**src/rtl/packet_sink_local.sv**
```systemverilog
`default_nettype none
// ============================================================================
// Module   : packet_sink_local
// Brief    : Ring-node ejection sink. Buffers ejected packets, drains them at
//            a programmable rate and keeps latency/misroute/drop statistics.
// Revision : 1.0 - initial release
// ============================================================================
module packet_sink_local #(
    parameter int ROUTER_ID        = 0,
    parameter int PACKET_SIZE      = 49,
    parameter int BUFFER_SIZE      = 4,
    parameter int DRAIN_CYCLE      = 1,
    parameter int BUFFER_THRESHOLD = 1
) (
    input  logic                          clk,
    input  logic                          rst_n,
    input  logic [15:0]                   clk_counter,
    input  logic [PACKET_SIZE-1:0]        link_in,
    output logic                          backpressure_wr,
    output logic [$clog2(BUFFER_SIZE):0]  occupancy,
    output logic [63:0]                   total_packet_recieve,
    output logic [63:0]                   total_latency,
    output logic [15:0]                   max_latency,
    output logic [31:0]                   misroute_count,
    output logic [31:0]                   drop_count,
    output logic                          error_sticky
);

    localparam int c_PTR_W  = $clog2(BUFFER_SIZE);
    localparam int c_OCC_W  = c_PTR_W + 1;
    localparam int c_WAIT_W = (DRAIN_CYCLE > 1) ? $clog2(DRAIN_CYCLE) : 1;

    localparam logic [c_WAIT_W-1:0] c_WAIT_LOAD = c_WAIT_W'(DRAIN_CYCLE - 1);
    localparam logic [c_OCC_W-1:0]  c_DEPTH     = c_OCC_W'(BUFFER_SIZE);
    localparam logic [15:0]         c_DEST      = 16'(ROUTER_ID);

    logic [PACKET_SIZE-1:0] r_mem [BUFFER_SIZE];
    logic [c_PTR_W-1:0]     r_wr_ptr;
    logic [c_PTR_W-1:0]     r_rd_ptr;
    logic [c_OCC_W-1:0]     r_occupancy;
    logic [c_WAIT_W-1:0]    r_pop_wait;
    logic                   r_backpressure;
    logic [63:0]            r_rx_count;
    logic [63:0]            r_lat_sum;
    logic [15:0]            r_lat_max;
    logic [31:0]            r_misroute;
    logic [31:0]            r_drop;
    logic                   r_error;

    logic                   w_in_valid;
    logic                   w_pop;
    logic                   w_accept;
    logic                   w_drop;
    logic [PACKET_SIZE-1:0] w_head;
    logic [15:0]            w_lat;
    logic                   w_dst_ok;
    logic [64:0]            w_lat_sum;
    logic [c_OCC_W-1:0]     w_occ_next;
    logic [c_OCC_W-1:0]     w_free_next;
    logic                   w_bp_next;

    assign w_in_valid = link_in[PACKET_SIZE-1];
    assign w_pop      = (r_occupancy != '0) && (r_pop_wait == '0);
    // A full buffer still accepts when the head leaves on the same edge.
    assign w_accept   = w_in_valid && ((r_occupancy < c_DEPTH) || w_pop);
    assign w_drop     = w_in_valid && !w_accept;

    assign w_head     = r_mem[r_rd_ptr];
    assign w_lat      = clk_counter - w_head[47:32];
    assign w_dst_ok   = (w_head[15:0] == c_DEST);
    assign w_lat_sum  = {1'b0, r_lat_sum} + {49'd0, w_lat};

    always_comb begin
        w_occ_next = r_occupancy;
        if (w_accept && !w_pop) begin
            w_occ_next = r_occupancy + 1'b1;
        end else if (w_pop && !w_accept) begin
            w_occ_next = r_occupancy - 1'b1;
        end
    end

    assign w_free_next = c_DEPTH - w_occ_next;
    assign w_bp_next   = 32'(w_free_next) < 32'(BUFFER_THRESHOLD);

    always_ff @(posedge clk or negedge rst_n) begin
        if (!rst_n) begin
            for (int i = 0; i < BUFFER_SIZE; i++) begin
                r_mem[i] <= '0;
            end
        end else if (w_accept) begin
            r_mem[r_wr_ptr] <= link_in;
        end
    end

    always_ff @(posedge clk or negedge rst_n) begin
        if (!rst_n) begin
            r_wr_ptr       <= '0;
            r_rd_ptr       <= '0;
            r_occupancy    <= '0;
            r_pop_wait     <= '0;
            r_backpressure <= 1'b0;
        end else begin
            r_occupancy    <= w_occ_next;
            r_backpressure <= w_bp_next;
            if (w_accept) begin
                r_wr_ptr <= r_wr_ptr + 1'b1;
            end
            if (w_pop) begin
                r_rd_ptr   <= r_rd_ptr + 1'b1;
                r_pop_wait <= c_WAIT_LOAD;
            end else if (r_pop_wait != '0) begin
                r_pop_wait <= r_pop_wait - 1'b1;
            end
        end
    end

    // Statistics counters saturate rather than wrap.
    always_ff @(posedge clk or negedge rst_n) begin
        if (!rst_n) begin
            r_rx_count <= '0;
            r_lat_sum  <= '0;
            r_lat_max  <= '0;
            r_misroute <= '0;
            r_drop     <= '0;
            r_error    <= 1'b0;
        end else begin
            if (w_pop) begin
                if (w_dst_ok) begin
                    if (r_rx_count != '1) begin
                        r_rx_count <= r_rx_count + 64'd1;
                    end
                    r_lat_sum <= w_lat_sum[64] ? '1 : w_lat_sum[63:0];
                    if (w_lat > r_lat_max) begin
                        r_lat_max <= w_lat;
                    end
                end else begin
                    if (r_misroute != '1) begin
                        r_misroute <= r_misroute + 32'd1;
                    end
                    r_error <= 1'b1;
                end
            end
            if (w_drop) begin
                if (r_drop != '1) begin
                    r_drop <= r_drop + 32'd1;
                end
                r_error <= 1'b1;
            end
        end
    end

    assign backpressure_wr      = r_backpressure;
    assign occupancy            = r_occupancy;
    assign total_packet_recieve = r_rx_count;
    assign total_latency        = r_lat_sum;
    assign max_latency          = r_lat_max;
    assign misroute_count       = r_misroute;
    assign drop_count           = r_drop;
    assign error_sticky         = r_error;

endmodule
`default_nettype wire

```
**config.mk**
```make
export PLATFORM = sky130hd
export DESIGN_NAME = packet_sink_local
export DESIGN_NICKNAME = d
export VERILOG_FILES = /design/src/rtl/packet_sink_local.sv
export SDC_FILE = /design/constraint.sdc
export NUM_CORES = 1
export LEC_CHECK = 0
export ABC_AREA = 1
export BUFFER_PORTS_ARGS = -buffer_cell sky130_fd_sc_hd__buf_2
export CAP_MARGIN = 15
export CORE_UTILIZATION = 55
export CTS_CLUSTER_SIZE = 30
export DETAILED_ROUTE_END_ITERATION = 8
export GPL_TIMING_DRIVEN = 0
export PLACE_DENSITY = 0.77
export SLEW_MARGIN = 30
export SYNTH_ARGS = -nofsm -noshare
export SYNTH_HDL_FRONTEND = slang
export SYNTH_SLANG_ARGS = --single-unit
```
**constraint.sdc**
```tcl
create_clock -name clk -period 4.9 [get_ports clk]
set_input_delay 0.735 -clock clk [delete_from_list [all_inputs] [get_ports clk]]
set_output_delay 0.735 -clock clk [all_outputs]
set_load 0.02 [all_outputs]
```
# Yosys cells after proc, flatten, opt, wreduce, memory -nomap -nowiden

Cells that the tools add are included.

Word-level logic and storage cells: 72
Flip-flop bits (word level): 414
Bits in writable memories: 0
Bits in latches: 0
Input port bits: 67
Output and inout port bits: 213
Memories: 0
Bits in read-only memories: 0

Reductions and logical operators: 18
Divide/modulo/power cells: 0
Equal/unequal tests: 4
Bitwise logic cells: 4
Order comparisons: 6
Shifts and indexed selects: 0
$mul: 0
Add/sub/neg operators: 11
Mux-type cells: 14

Operators with widths:

| operator                                                   | count |
|---|---|
| bitwise mux 196 bit                                        | 1 |
| binary-select mux 49 bit (select 2 bit)                    | 1 |
| demux 49 bit (select 2 bit)                                | 1 |
| two-way mux 48 bit                                         | 2 |
| adder 64 x 16 -> 65 bit                                    | 1 |
| adder 32 x 1 -> 32 bit, second input constant              | 2 |
| adder 64 x 1 -> 64 bit, second input constant              | 1 |
| two-way mux 64 bit                                         | 1 |
| inequality test 32 bit, second input constant              | 2 |
| inequality test 64 bit, second input constant              | 1 |
| two-way mux 49 bit                                         | 1 |
| greater-than comparator 16 bit                             | 1 |
| zero test 16 bit                                           | 1 |
| subtractor 16 bit                                          | 1 |
| AND reduction 3 bit                                        | 3 |
| greater-or-equal comparator 3 bit, second input constant   | 2 |
| logical AND 1 bit                                          | 6 |
| less-than comparator 3 x 1 -> 1 bit, second input constant | 2 |
| two-way mux 3 bit                                          | 2 |
| inverter 2 -> 3 bit                                        | 2 |
| AND reduction 2 bit                                        | 3 |
| two-way mux 1 bit                                          | 5 |
| adder 2 x 1 -> 2 bit, second input constant                | 2 |
| adder 3 x 1 -> 3 bit, second input constant                | 1 |
| other kinds (10)                                           | 12 |

# Depth between registers and ports, before layout

Depth in word-level cells: 10
Gate-level depth with buffers: 30
Depth with buffers taken out: 28

# Worst setup path after synthesis

No wires, ideal clock.

Kind: reg-to-reg
Start point: reg r_rd_ptr[1]
End point: reg r_lat_sum[30] (netlist: total_latency[30])
Arrival: 4.027 ns
Path buffers: 3
Period minus slack after synthesis: 4.092 ns
Library setup time: 0.066 ns
Stages on the path, launching flop included: 29
Setup slack: 0.808 ns
Required time: 4.834 ns
Cells stage by stage: dfrtp_1 > inv_1 > clkbuf_1 > buf_1 > o21ai_0 > o22ai_1 > ha_1 > inv_1 > fa_1 > nand3_1 > nand2_1 > nand2_1 > nand2_1 > nand2_1 > nand2_1 > nand2_1 > nand2_1 > ha_1 > nand2_1 > nor2_1 > inv_1 > nor3_1 > nand2_1 > nand3_1 > nand3_2 > buf_2 > nand3_1 > nand2_1 > nand2_1

Cells in the longest elaborated chain, start to end: 7
Elaborated cells on any way between the ends: 9
Classes of those cells: add/sub (2); mux (4); bitwise (1); reduce/logical (2)

Ends and longest elaborated chain:

| what                                                   | line | RTL |
|---|---|---|
| start, declared                                        | 39   | `logic [c_PTR_W-1:0] r_rd_ptr;` |
| start signal, assigned                                 | 109  | `r_rd_ptr <= r_rd_ptr + 1'b1;` |
| inverter 2 -> 3 bit (not written as such)              | 68   | `assign w_head = r_mem[r_rd_ptr];` |
| binary-select mux 49 bit (select 2 bit)                | 68   |  |
| two-way mux 48 bit (not written as such) (2 in series) | 68   |  |
| subtractor 16 bit                                      | 69   | `assign w_lat = clk_counter - w_head[47:32];` |
| named net w_lat[14]                                    | 55   | `logic [15:0] w_lat;` |
| adder 64 x 16 -> 65 bit                                | 71   | `assign w_lat_sum = {1'b0, r_lat_sum} + {49'd0, w_lat};` |
| two-way mux 64 bit                                     | 132  | `r_lat_sum <= w_lat_sum[64] ? '1 : w_lat_sum[63:0];` |
| end signal, assigned                                   | 132  |  |
| end, declared                                          | 44   | `logic [63:0] r_lat_sum;` |

The timed path passes the listed nets, and every way through them passes these cells. The select of a mux whose other input is x is not followed.
A chain may end at the register's enable or synchronous reset.

# Worst setup path in the final report

Start point: reg r_rd_ptr[1]
End point: reg r_lat_sum[47] (netlist: total_latency[47])

Same word-level chain as after synthesis.

==> results by group <==
Power and ir drop
  • Worst ir drop on vdd: 0.0004449 V
  • Power per cell area: 710.3 nW/um2
  • Sequential share of power: 25.5%
  • Switching pwr: 8422 uW
  • Switching Share: 48.87%
  • Int Pwr: 8813 uW
  • LEAKAGE: 0.01239 uW
  • Clk pwr share: 18.9%
  • Comb power frac: 55.5%

Yosys
  • Yosys warning total: 0
  • Synthesized instance count: 2898
  • Ys async rst share: 100.0%
  • Ranking of synthesized cells by area: dfrtp_1 42%, nand2_1 19%, nand3_1 6.7%, inv_1 5.5%, nor2_1 4.7%
  • Number of synthesized flops with an enable pin: 0
  • Average cell area after synthesis: 7.113 um2
  • Top post-synthesis cells by count: 1027 x nand2_1, 345 x dfrtp_1, 301 x inv_1
  • Yosys cell types: 46
  • Syn_nets: 3024
  • Most frequent cell after synthesis: nand2_1
  • Top cell type's share of synthesized area: 41.88%
  • #FFs+latches synth: 345
  • Mapped Area: 20610 um2
  • Area leader, netlist: dfrtp_1
  • Seq/Total Area, Yosys: 41.88%
  • Main synth FF type: dfrtp_1

Critical path
  • Crit-path slowest cell: dfrtp_2
  • CP Launch Type: register
  • R2R Setup Slk: 280 ps
  • Crit Path Category: register to register
  • CP Data Required Time: 5400 ps
  • Worst reg2reg startpoint: r_rd_ptr[1]
  • Nature of the critical path endpoint: register
  • CP Max Fanout: 10
  • WP data arrival: 5120 ps
  • Worst-case reg-to-reg path depth: 25
  • R2r endpoint: total_latency[47]
  • Worst path max stage delay: 450 ps
  • Most frequent CP cell: nand2_1
  • Critical path launch point: r_rd_ptr[1]

STA
  • F_max: 0.2165 GHz
  • Min Tclk post-route: 4619 ps
  • Crit share post-route: 94.26%
  • Final hold vios: 0
  • Actual slew at the worst max-slew pin: 742.4 ps
  • Final setup margin: 281.2 ps
  • Final setup violating endpoints: 0
  • Sum Neg Setup Slack: 0 ps
  • Final hold slack: 83.72 ps
  • RSZ-0062 raised after global routing: true
  • Max Slew Vio Count: 0
  • Clock Skew: 61.69 ps
  • Rel. slew slack: 50.51%

Die
  • Boundary Pins: 280
  • Die height: 195.6 um
  • Die ar.: 38260 um2
  • Die width: 195.6 um
  • FP Rows: 70
  • Core area: 36790 um2
  • Initial Util: 56.04%

Outcome
  • Status: finished clean

Placed design
  • Post-DP HPWL: 52140 um
  • Port Buffer Count: 262
  • Routability cong.: 1.016
  • DP Worst Slack: -675.0 ps
  • Placed Instance Area: 22630 um2

Cells and area
  • Layout Utilization: 65.96%
  • Antenna Cells: 0
  • Share of cells above drive strength 1: 13.55%
  • Layout Cell Area excl Fill: 24260 um2
  • # nets final: 3333
  • Synth-to-layout area growth: 17.71%
  • Filler cells: 3223

Route
  • DRC: 0
  • First-pass DRT Iterations: 6
  • Vias per Instance: 5.594
  • Routed Antenna Nets: 0
  • 1st-iter DRT viols: 1746
  • Final wirelength: 68780 um
  • Routed WL per cell: 18.55 um
  • Vias: 20738

Min path
  • Hold Crit Class: primary input to asynchronous set/reset pin

Global routing
  • Number of global-route vias before repair: 20328
  • Largest net degree at the start of global routing: 85
  • GR Overflow Total: 0
  • First-pass GRT wire length: 108400 um
  • Total GRT Usage: 36.32%
  • Antenna violations before repair: 0

Clock tree
  • CTS buffer count: 40
  • H-tree Lvls: 2
  • Clock Tree Buf Depth: 3
  • Clk sink count: 345
  • Later-pin clock latency in the skew report: 610 ps
  • CTS root buf: clkbuf_16
  • CTS clock-pin slew for the worst setup and hold paths: 70 ps
  • TritonCTS clock tree: built

Run
  • Max Cap Violations: 0
worst max path at each step:
stage,end,slack (ps),depth (start not counted)
CTS,total_latency[29],10,28
global route,total_latency[29],-20,28
global placement,misroute_count[11],-3370,1
floorplan,total_latency[30],810,28
detailed placement,total_latency[47],-680,27
finish,total_latency[47],280,25
power groups by stage:
stage / logic (uW) / registers [uW] / clock network [uW]
2_1_floorplan: 6330 / 4500 / 0
3_3_place_gp: 8880 / 4370 / 0
3_5_place_dp: 9160 / 4400 / 0
4_1_cts: 9290 / 4370 / 3300
5_1_grt: 10700 / 4470 / 3400
6_report: 9570 / 4400 / 3270
cell type report:
type / count / area [um2] / share of cell area (%)
buffer: 117 / 598.1 / 2.465
clock buffer: 46 / 1044 / 4.301
clock inverter: 28 / 401.6 / 1.655
inverter: 305 / 1145 / 4.718
multi-input combinational: 2131 / 10420 / 42.93
sequential: 345 / 8635 / 35.59
tap: 468 / 585.6 / 2.413
timing repair buffer: 267 / 1439 / 5.930
stage by stage:
step,cells,total power [uW]
after floorplan,2898,10830
after global placement,3628,13250
after detailed placement,3632,13560
after CTS,3706,16950
after global routing,3707,18570
final,3707,17230
cell families after synthesis:
group                    after synthesis  share of synthesized area, %
AO/OA/AOI/OAI                        227                         5.991
AND/OR/NAND/NOR                     1733                         35.42
flip-flops                           345                         41.88
adder cells (fa/ha/maj)               59                         3.654
XOR/XNOR                             112                         4.759
buffers and inverters                422                         8.291
state kept, by name, summed over array words and instances, names as in the netlist:
signal                count
error_sticky              1
r_rd_ptr                  2
r_mem                   128
max_latency              16
total_packet_recieve     64
misroute_count           32
occupancy                 3
r_wr_ptr                  2
total_latency            64
backpressure_wr           1
drop_count               32
layout by cell type (no fill, tap or decap), types with 4 or more instances in the layout:
cell type   count
a21oi_1        38
a32o_1         14
buf_16          4
buf_2         284
buf_4          14
buf_6          10
bufinv_16       6
clkbuf_1       70
clkbuf_16      40
clkbuf_2        5
clkinv_2        7
clkinvlp_4      5
dfrtp_1       344
ha_1           54
inv_1         299
inv_2           6
inv_6           4
nand2_1      1023
nand2_2         8
nand3_1       269
nand3_2         8
nand3_4         4
nand3b_1       18
nand4_1        54
nor2_1        256
nor3_1         68
nor3_2          4
o21ai_0       160
o21bai_1        4
or2_2           4
xnor2_1        51
xor2_1         59
metal layers:
metal | share of wire (%) | GRT usage [%] | vias to the layer above | wire length [um]
met5 | 0 | 0 | - | 0
met2 | 46 | 59.26 | 896 | 31900
li1 | - | - | 9816 | -
met1 | 41 | 47.26 | 9837 | 28350
met3 | 7.8 | 6.183 | 189 | 5398
met4 | 4.5 | 16.80 | 0 | 3127
worst max-delay path: cells and delay by family, from the launching register on:
family | cells | cell delay [ps]
and+or+nand+nor | 13 | 1580
buffers and inverters | 6 | 880
adders and majority gates | 3 | 870
DFF | 1 | 450
xor gates and xnor gates | 1 | 400
AOI/OAI and AO/OA | 2 | 310
what timing repair did:
| item | in CTS | in global routing |
|---|---|---|
| hold buffers | 0 | 0 |
| pin swaps | 1 | 2 |
| setup endpoints to repair | 80 | 80 |
| resized for setup | 13 | 46 |
| buffers inserted | 0 | 1 |
| gates cloned | 0 | 0 |
(Power assumes the default switching activity.)
